[src/rtl/dma_copy_ctrl.sv]
// rtl/dma_copy_ctrl.sv - single-channel word-copy DMA engine on a Wishbone master port
module dma_copy_ctrl #(
  parameter int LEN_W   = 16,
  parameter int TIMEOUT = 1024
) (
  input  logic        clk,
  input  logic        rst,
  input  logic        cfg_we,
  input  logic [1:0]  cfg_addr,
  input  logic [31:0] cfg_wdata,
  output logic [31:0] cfg_rdata,
  output logic        dma_stb_o,
  output logic        dma_cyc_o,
  output logic        dma_we_o,
  output logic [3:0]  dma_sel_o,
  output logic [31:0] dma_adr_o,
  output logic [31:0] dma_dat_o,
  input  logic [31:0] dma_dat_i,
  input  logic        dma_ack_i,
  output logic        irq_o
);

  localparam int TMO_W = $clog2(TIMEOUT + 1);

  typedef enum logic [2:0] {
    S_IDLE, S_RD, S_GAP_W, S_WR, S_GAP_R
  } state_t;

  state_t             r_state, w_next;
  logic [31:0]        r_src, r_dst, r_buf;
  logic [LEN_W-1:0]   r_len;
  logic [TMO_W-1:0]   r_tmo;
  logic               r_irq_en, r_done, r_err;

  logic               w_stb, w_ack, w_tmo, w_idle, w_ctrl_wr, w_start;
  logic [LEN_W-1:0]   w_len_next;

  assign w_idle     = (r_state == S_IDLE);
  assign w_stb      = (r_state == S_RD) || (r_state == S_WR);
  assign w_ack      = w_stb && dma_ack_i;
  // An ack in the final allowed cycle wins over the timeout.
  assign w_tmo      = w_stb && !dma_ack_i && (r_tmo == TMO_W'(TIMEOUT - 1));
  assign w_ctrl_wr  = cfg_we && (cfg_addr == 2'd3);
  assign w_start    = w_ctrl_wr && cfg_wdata[0] && w_idle;
  assign w_len_next = r_len - LEN_W'(1);
  assign irq_o      = (r_done || r_err) && r_irq_en;

  always_ff @(posedge clk) begin
    if (rst) r_state <= S_IDLE;
    else     r_state <= w_next;
  end

  always_comb begin
    w_next    = r_state;
    dma_stb_o = 1'b0;
    dma_cyc_o = 1'b0;
    dma_we_o  = 1'b0;
    dma_sel_o = 4'h0;
    dma_adr_o = 32'h0;
    dma_dat_o = 32'h0;
    case (r_state)
      S_IDLE: if (w_start && (r_len != '0)) w_next = S_RD;
      S_RD: begin
        dma_stb_o = 1'b1;
        dma_cyc_o = 1'b1;
        dma_sel_o = 4'hF;
        dma_adr_o = r_src;
        if (w_ack)      w_next = S_GAP_W;
        else if (w_tmo) w_next = S_IDLE;
      end
      S_GAP_W: w_next = S_WR;
      S_WR: begin
        dma_stb_o = 1'b1;
        dma_cyc_o = 1'b1;
        dma_we_o  = 1'b1;
        dma_sel_o = 4'hF;
        dma_adr_o = r_dst;
        dma_dat_o = r_buf;
        if (w_ack)      w_next = (w_len_next == '0) ? S_IDLE : S_GAP_R;
        else if (w_tmo) w_next = S_IDLE;
      end
      S_GAP_R: w_next = S_RD;
      default: w_next = S_IDLE;
    endcase
  end

  always_ff @(posedge clk) begin
    if (rst) begin
      r_src    <= 32'h0;
      r_dst    <= 32'h0;
      r_buf    <= 32'h0;
      r_len    <= '0;
      r_tmo    <= '0;
      r_irq_en <= 1'b0;
      r_done   <= 1'b0;
      r_err    <= 1'b0;
    end else begin
      // Counter idles at zero whenever stb is low, so each phase starts fresh.
      if (w_stb && !dma_ack_i) r_tmo <= r_tmo + TMO_W'(1);
      else                     r_tmo <= '0;

      if (cfg_we && w_idle) begin
        case (cfg_addr)
          2'd0:    r_src <= {cfg_wdata[31:2], 2'b00};
          2'd1:    r_dst <= {cfg_wdata[31:2], 2'b00};
          2'd2:    r_len <= cfg_wdata[LEN_W-1:0];
          default: ;
        endcase
      end

      if (w_ctrl_wr) begin
        r_irq_en <= cfg_wdata[1];
        if (cfg_wdata[2]) r_done <= 1'b0;
        if (cfg_wdata[3]) r_err  <= 1'b0;
      end

      if (w_start) begin
        r_err  <= 1'b0;
        r_done <= (r_len == '0);
      end

      if ((r_state == S_RD) && w_ack) r_buf <= dma_dat_i;

      if ((r_state == S_WR) && w_ack) begin
        r_src <= r_src + 32'd4;
        r_dst <= r_dst + 32'd4;
        r_len <= w_len_next;
        if (w_len_next == '0) r_done <= 1'b1;
      end

      if (w_tmo) r_err <= 1'b1;
    end
  end

  always_comb begin
    cfg_rdata = 32'h0;
    case (cfg_addr)
      2'd0:    cfg_rdata = r_src;
      2'd1:    cfg_rdata = r_dst;
      2'd2:    cfg_rdata = 32'(r_len);
      default: cfg_rdata = {27'h0, !w_idle, r_err, r_done, r_irq_en, 1'b0};
    endcase
  end

endmodule
[config.mk]
export PLATFORM = sky130hd
export DESIGN_NAME = dma_copy_ctrl
export DESIGN_NICKNAME = d
export VERILOG_FILES = /design/src/rtl/dma_copy_ctrl.sv
export SDC_FILE = /design/constraint.sdc
export NUM_CORES = 1
export LEC_CHECK = 0
export ABC_AREA = 1
export BUFFER_PORTS_ARGS = -buffer_cell sky130_fd_sc_hd__buf_4
export CORE_ASPECT_RATIO = 0.7
export CORE_MARGIN = 2
export CORE_UTILIZATION = 49
export DETAILED_ROUTE_END_ITERATION = 16
export GPL_ROUTABILITY_DRIVEN = 0
export PLACE_DENSITY = 0.73
export SLEW_MARGIN = 20
export SYNTH_ARGS = -nofsm -noshare
export SYNTH_HDL_FRONTEND = slang
export SYNTH_SLANG_ARGS = --single-unit
[constraint.sdc]
create_clock -name clk -period 2.5 [get_ports clk]
set_clock_uncertainty 0.1 [all_clocks]
set_input_delay 0.125 -clock clk [delete_from_list [all_inputs] [get_ports clk]]
set_output_delay 0.125 -clock clk [all_outputs]
set_load 0.005 [all_outputs]
After elaboration in Yosys (flattened, before gate mapping)
Index checks and enable logic that the tools add are counted.

word-level totals
  flip-flop bits (word level) = 129

cells by class
  muxes and demuxes = 30
  equal/unequal tests = 9
  add/subtract/negate cells = 4
  reductions and logical operators = 32
  bitwise operators = 1

operator list
  operator                                                number
  two-way mux 32 bit                                      7
  case mux 32 bit (3 select lines)                        1
  adder 32 x 3 -> 32 bit (second input constant)          2
  case mux 32 bit (2 select lines)                        1
  two-way mux 16 bit                                      3
  zero test 16 bit                                        2
  nonzero test 16 bit                                     1
  subtractor 16 x 1 -> 16 bit (second input constant)     1
  two-way mux 3 bit                                       5
  case mux 3 bit (5 select lines)                         1
  adder 11 x 1 -> 11 bit (second input constant)          1
  equality test 11 x 10 -> 1 bit (second input constant)  1
  logical AND 1 bit                                       11
  two-way mux 1 bit                                       11
  AND reduction 2 bit                                     4
  nonzero test 2 bit                                      4
  equality test 3 x 2 -> 1 bit (second input constant)    2
  nonzero test 3 bit                                      2
  equality test 2 bit (second input constant)             2
  two-way mux 4 bit                                       1
  OR reduction 2 bit                                      2
  equality test 3 x 1 -> 1 bit (second input constant)    1
  equality test 3 bit (second input constant)             1
  zero test 3 bit                                         1
  6 further kinds                                         8

Logic depth before layout (Yosys ltp)
  word-level depth = 7
  mapped depth = 13
  depth with buffers taken out = 13

Least setup slack after synthesis
OpenSTA, ideal clock, no wires.

  kind = flip-flop to flip-flop
  start = register r_state[0]
  end = register r_dst[14]
  path slack = 623 ps
  required time = 2268 ps
  cell stages (with the launch flop) = 12
  setup time = 132 ps
  arrival time = 1644 ps
  cells stage by stage = dfxtp_1 inv_1 nor2_4 nand2_2 nor2_4 inv_2 buf_4 o21ai_2 inv_2 buf_4 a22oi_1 a21oi_1

on the way
  cells in the longest elaborated chain, start to end = 6

ends and longest elaborated chain
  element                                                                              line     text
  start, declared                                                                      29       state_t r_state, w_next;
  start signal, assigned                                                               50       else r_state <= w_next;
  equality test 3 x 1 -> 1 bit / equality test 3 x 2 -> 1 bit (equally long branches)  39, 124
  logical OR 1 bit                                                                     39       assign w_stb = (r_state == S_RD) || (r_state == S_WR);
  logical AND 1 bit                                                                    40       assign w_ack = w_stb && dma_ack_i;
  logical AND 1 bit                                                                    124      if ((r_state == S_WR) && w_ack) begin
  nonzero test 2 bit (no line)                                                         n/a
  AND reduction 2 bit (no line)                                                        n/a
  end signal, assigned                                                                 105      2'd1: r_dst <= {cfg_wdata[31:2], 2'b00};
  end signal, assigned                                                                 126      r_dst <= r_dst + 32'd4;
  end, declared                                                                        30       logic [31:0] r_src, r_dst, r_buf;

Several ways; a longest one is shown, not always the timed one.
A chain may end at the register's enable or synchronous reset.

Final worst setup path
  start = register r_len[0]
  end = register r_state[2]

on the way
  cells in the longest elaborated chain, start to end = 5

ends and longest elaborated chain
  element                          line  text
  start, declared                  31    logic [LEN_W-1:0] r_len;
  start signal, assigned           106   2'd2: r_len <= cfg_wdata[LEN_W-1:0];
  start signal, assigned           127   r_len <= w_len_next;
  subtractor 16 x 1 -> 16 bit      45    assign w_len_next = r_len - LEN_W'(1);
  zero test 16 bit                 79    if (w_ack) w_next = (w_len_next == '0) ? S_IDLE : S_GAP_R;
  two-way mux 3 bit (2 in a row)   79
  case mux 3 bit (5 select lines)  61    case (r_state)

Several ways; a longest one is shown, not always the timed one.

==> results_dict.tcl <==
set metrics [dict create \
    relSlewSlack_pct 52.25 \
    crit_required_ps 2690 \
    synthCells 1267 \
    num_vias 9586 \
    cp-start-kind "flop" \
    hold_slack_ps 22.23 \
    routed_wl_microns 28600 \
    yosys.area.top_type "dfxtp_1" \
    synth.area.top_cells "dfxtp_1 32%, nand2_1 13%, inv_1 8.3%, o21ai_0 7.7%, nor2_1 7.0%" \
    syn_area_per_cell_sq_um 6.184 \
    dr.pass1.iters 6 \
    grt_pass1_vias 8252 \
    synth.top_cell.area_share_pct 31.94 \
    rows 38 \
    grt_max_degree 65 \
    worstPathMaxFanout 7 \
    fin_cells 1683 \
    antenna_left 0 \
    met3_usage_pct 8.475 \
    grtUsageTotal_pct 32.68 \
    worstSkewPairLatency_ps 420 \
    ys_ff_latch 125 \
    cp_num_buf_inv 3 \
    tightest_slew_ps 716.2 \
    setup.worst_path.start "r_len[0]" \
    clock.fmax_mhz 430.3 \
    multiInputGateArea_sq_um 4379 \
    ctsRootBufferMaster "clkbuf_16" \
    routedWlPerCell_microns 16.99 \
    rsz0062_at_grt "false" \
    vias_per_cell 5.696 \
    setup.worst_path.end "r_state[2]" \
    cp.arrival_ps 2520 \
    diodes 0 \
    port_buffers 171 \
    cpMostUsedCell "nand2_1" \
    layout_common_cells "269 x nand2_1, 192 x buf_4, 172 x inv_1" \
    grt_pass1_wl_microns 43980 \
    maxSlewViolCount 0 \
    drive_gt1_share_pct 16.59 \
    fin_crit_ps 2324 \
    clock-sinks 125 \
    drc 0 \
    dieArea_sq_um 17030 \
    crit_slowest_cell "dfxtp_1" \
    r2r_start "r_len[0]" \
    cp-end-kind "flop" \
    fin_nets 1545 \
    die_y_microns 109.8 \
    htreeDepth 4 \
    cts_tree "yes" \
    cts-buffers-inserted 17 \
    nFillCells 1387 \
    path_cells "inv_1 > ha_1 > inv_1 > nor2_2 > nand2_1 > nand2_1 > nand2_1 > inv_1 > nand2_1 > nor2_1 > nand3_1 > nand2_1 > nor2_1" \
    r2r_end "r_state[2]" \
    core_sq_um 15550 \
    synth_area_sq_um 7835 \
    path_class "flop to flop" \
    synth_seq_area_share_pct 31.94 \
    clk_pin_slew_ps 60 \
    synthToLayoutAreaGrowth_pct 33.12 \
    reg2reg_slack_ps 180 \
    p_per_area_nw_per_um2 537.9 \
    gr-total-overflow 0 \
    run_status "finished clean" \
    leakage_nw 4.290 \
    grt_busiest_layer "met1" \
    start_util_pct 50.39 \
    hold_class "primary input to flop" \
    max_cap_violations 0 \
    crit_family "simple AND/OR/NAND/NOR gates" \
    ioPinCount 174 \
    tns_ps 0 \
    drt_iter0_markers 1262 \
    r2r_cells 13 \
    vdd_drop_max_v 0.0004553 \
    dpl.hpwl_microns 20080 \
    die_w_microns 155.1 \
    seq_area_sq_um 2504 \
    antenna_found_initial 0 \
    met2_usage_pct 46.51 \
    final_common_cell "nand2_1" \
    synth.distinct_cells 37 \
    critPathMaxStageDelay_ps 360 \
    use_met1_pct 49.30 \
    cts.path.max_buffers 2 \
    crit_cells 13 \
    ys_warn_count 0 \
    hold_viol_final 0 \
    finalCritPeriodShare_pct 92.96 \
    total_power_mw 5.610 \
    finalSetupViolCount 0 \
    dp_cells 1596 \
]
[how the worst min path moves through the flow]
stage                end           from  slack (ps)  cells after the start
2_1_floorplan   r_irq_en   cfg_wdata[1]         150                      2
3_3_place_gp    r_irq_en   cfg_wdata[1]         280                      3
3_5_place_dp    r_irq_en   cfg_wdata[1]         290                      3
4_1_cts        r_dst[17]  cfg_wdata[17]           4                      3
5_1_grt        r_dst[17]  cfg_wdata[17]          20                      3
6_report       r_src[31]  cfg_wdata[31]          20                      5
[sequential cells by signal (all words and copies together) (netlist names)]
name,count
r_src,30
r_irq_en,1
r_buf,32
r_tmo,11
r_len,16
r_state,3
r_err,1
r_done,1
r_dst,30
[worst reg2reg max path, cell delays in order (launching register included)]
cell and delay, ps:
dfxtp_1 360, inv_1 240, ha_1 330, inv_1 80, nor2_2 310, nand2_1 100, nand2_1 60, nand2_1 70
inv_1 60, nand2_1 60, nor2_1 150, nand3_1 130, nand2_1 90, nor2_1 40
[cells by family (layout without fill, tap and decap cells)]
family	Yosys count	count (layout)	synth area share [%]
flops	125	125	31.94
xor+xnor	25	25	2.795
simple gates	539	539	28.49
buf+inv	244	459	12.34
other cells	1	2	0.04786
compound gates	328	328	23.59
fa+ha+maj	5	5	0.7985
[metal layers]
| layer | wire [microns] | vias to the layer above | part of all wire, % |
|---|---|---|---|
| met1 | 12970 | 4322 | 45 |
| met2 | 11480 | 629 | 40 |
| met4 | 341 | 0 | 1.2 |
| li1 | - | 4602 | - |
| met3 | 3810 | 33 | 13 |
| met5 | 0 | - | 0 |
[per-stage QoR]
stage / setup slack, ps / utilization [%] / instance area, sq um
detailed placement: 145.6 / 59.53 / 9255
finish: 176.0 / 67.09 / 10430
global route: 25.26 / 67.09 / 10430
CTS: 101.1 / 67.01 / 10420
global placement: 215.1 / 59.53 / 9255
floorplan: 623.4 / - / 7839
[cell usage after synthesis]
cell type  number
a211oi_1        2
a21oi_1        93
a221oi_1        3
a221oi_2        1
a22oi_1         5
a31oi_1        31
buf_1           4
buf_2          11
buf_4          10
clkbuf_1       40
clkinv_1        1
conb_1          1
dfxtp_1       125
ha_1            5
inv_1         173
inv_2           5
nand2_1       270
nand2_2         3
nand3_1        60
nand3b_1        2
nand4_1        20
nor2_1        146
nor2_2          2
nor2_4          2
nor3_1         29
nor4_1          3
o211ai_1        1
o21ai_0       121
o21ai_1         1
o21ai_2         1
o21bai_1        1
o221ai_1       14
o22ai_1        54
or2_0           1
or2_2           1
xnor2_1         3
xor2_1         22
[what timing repair did]
action | 4_1_cts | 5_1_grt
setup endpoints to repair | 0 | 14
endpoints found under the hold margin | 68 | 0
resized for setup | 0 | 5
hold buffers | 55 | 0
buffers inserted | 0 | 0
[where the power goes]
group	switching [mW]	total [mW]	leakage [nW]	internal [mW]
sequential	0.0778	2.15	1.02	2.07
clock	1.02	2.61	0.297	1.59
combinational	0.508	0.847	2.98	0.339
[cell type report]
cell class	count	area share [%]
multi-input cells	899	41.99
flip-flops and latches	125	24.00
well taps	200	2.399
repair buffers	248	19.29
clock inverters	15	1.799
inverters	179	6.442
clock buffers	17	4.079
Note: power is estimated with default switching activity, not from simulation.
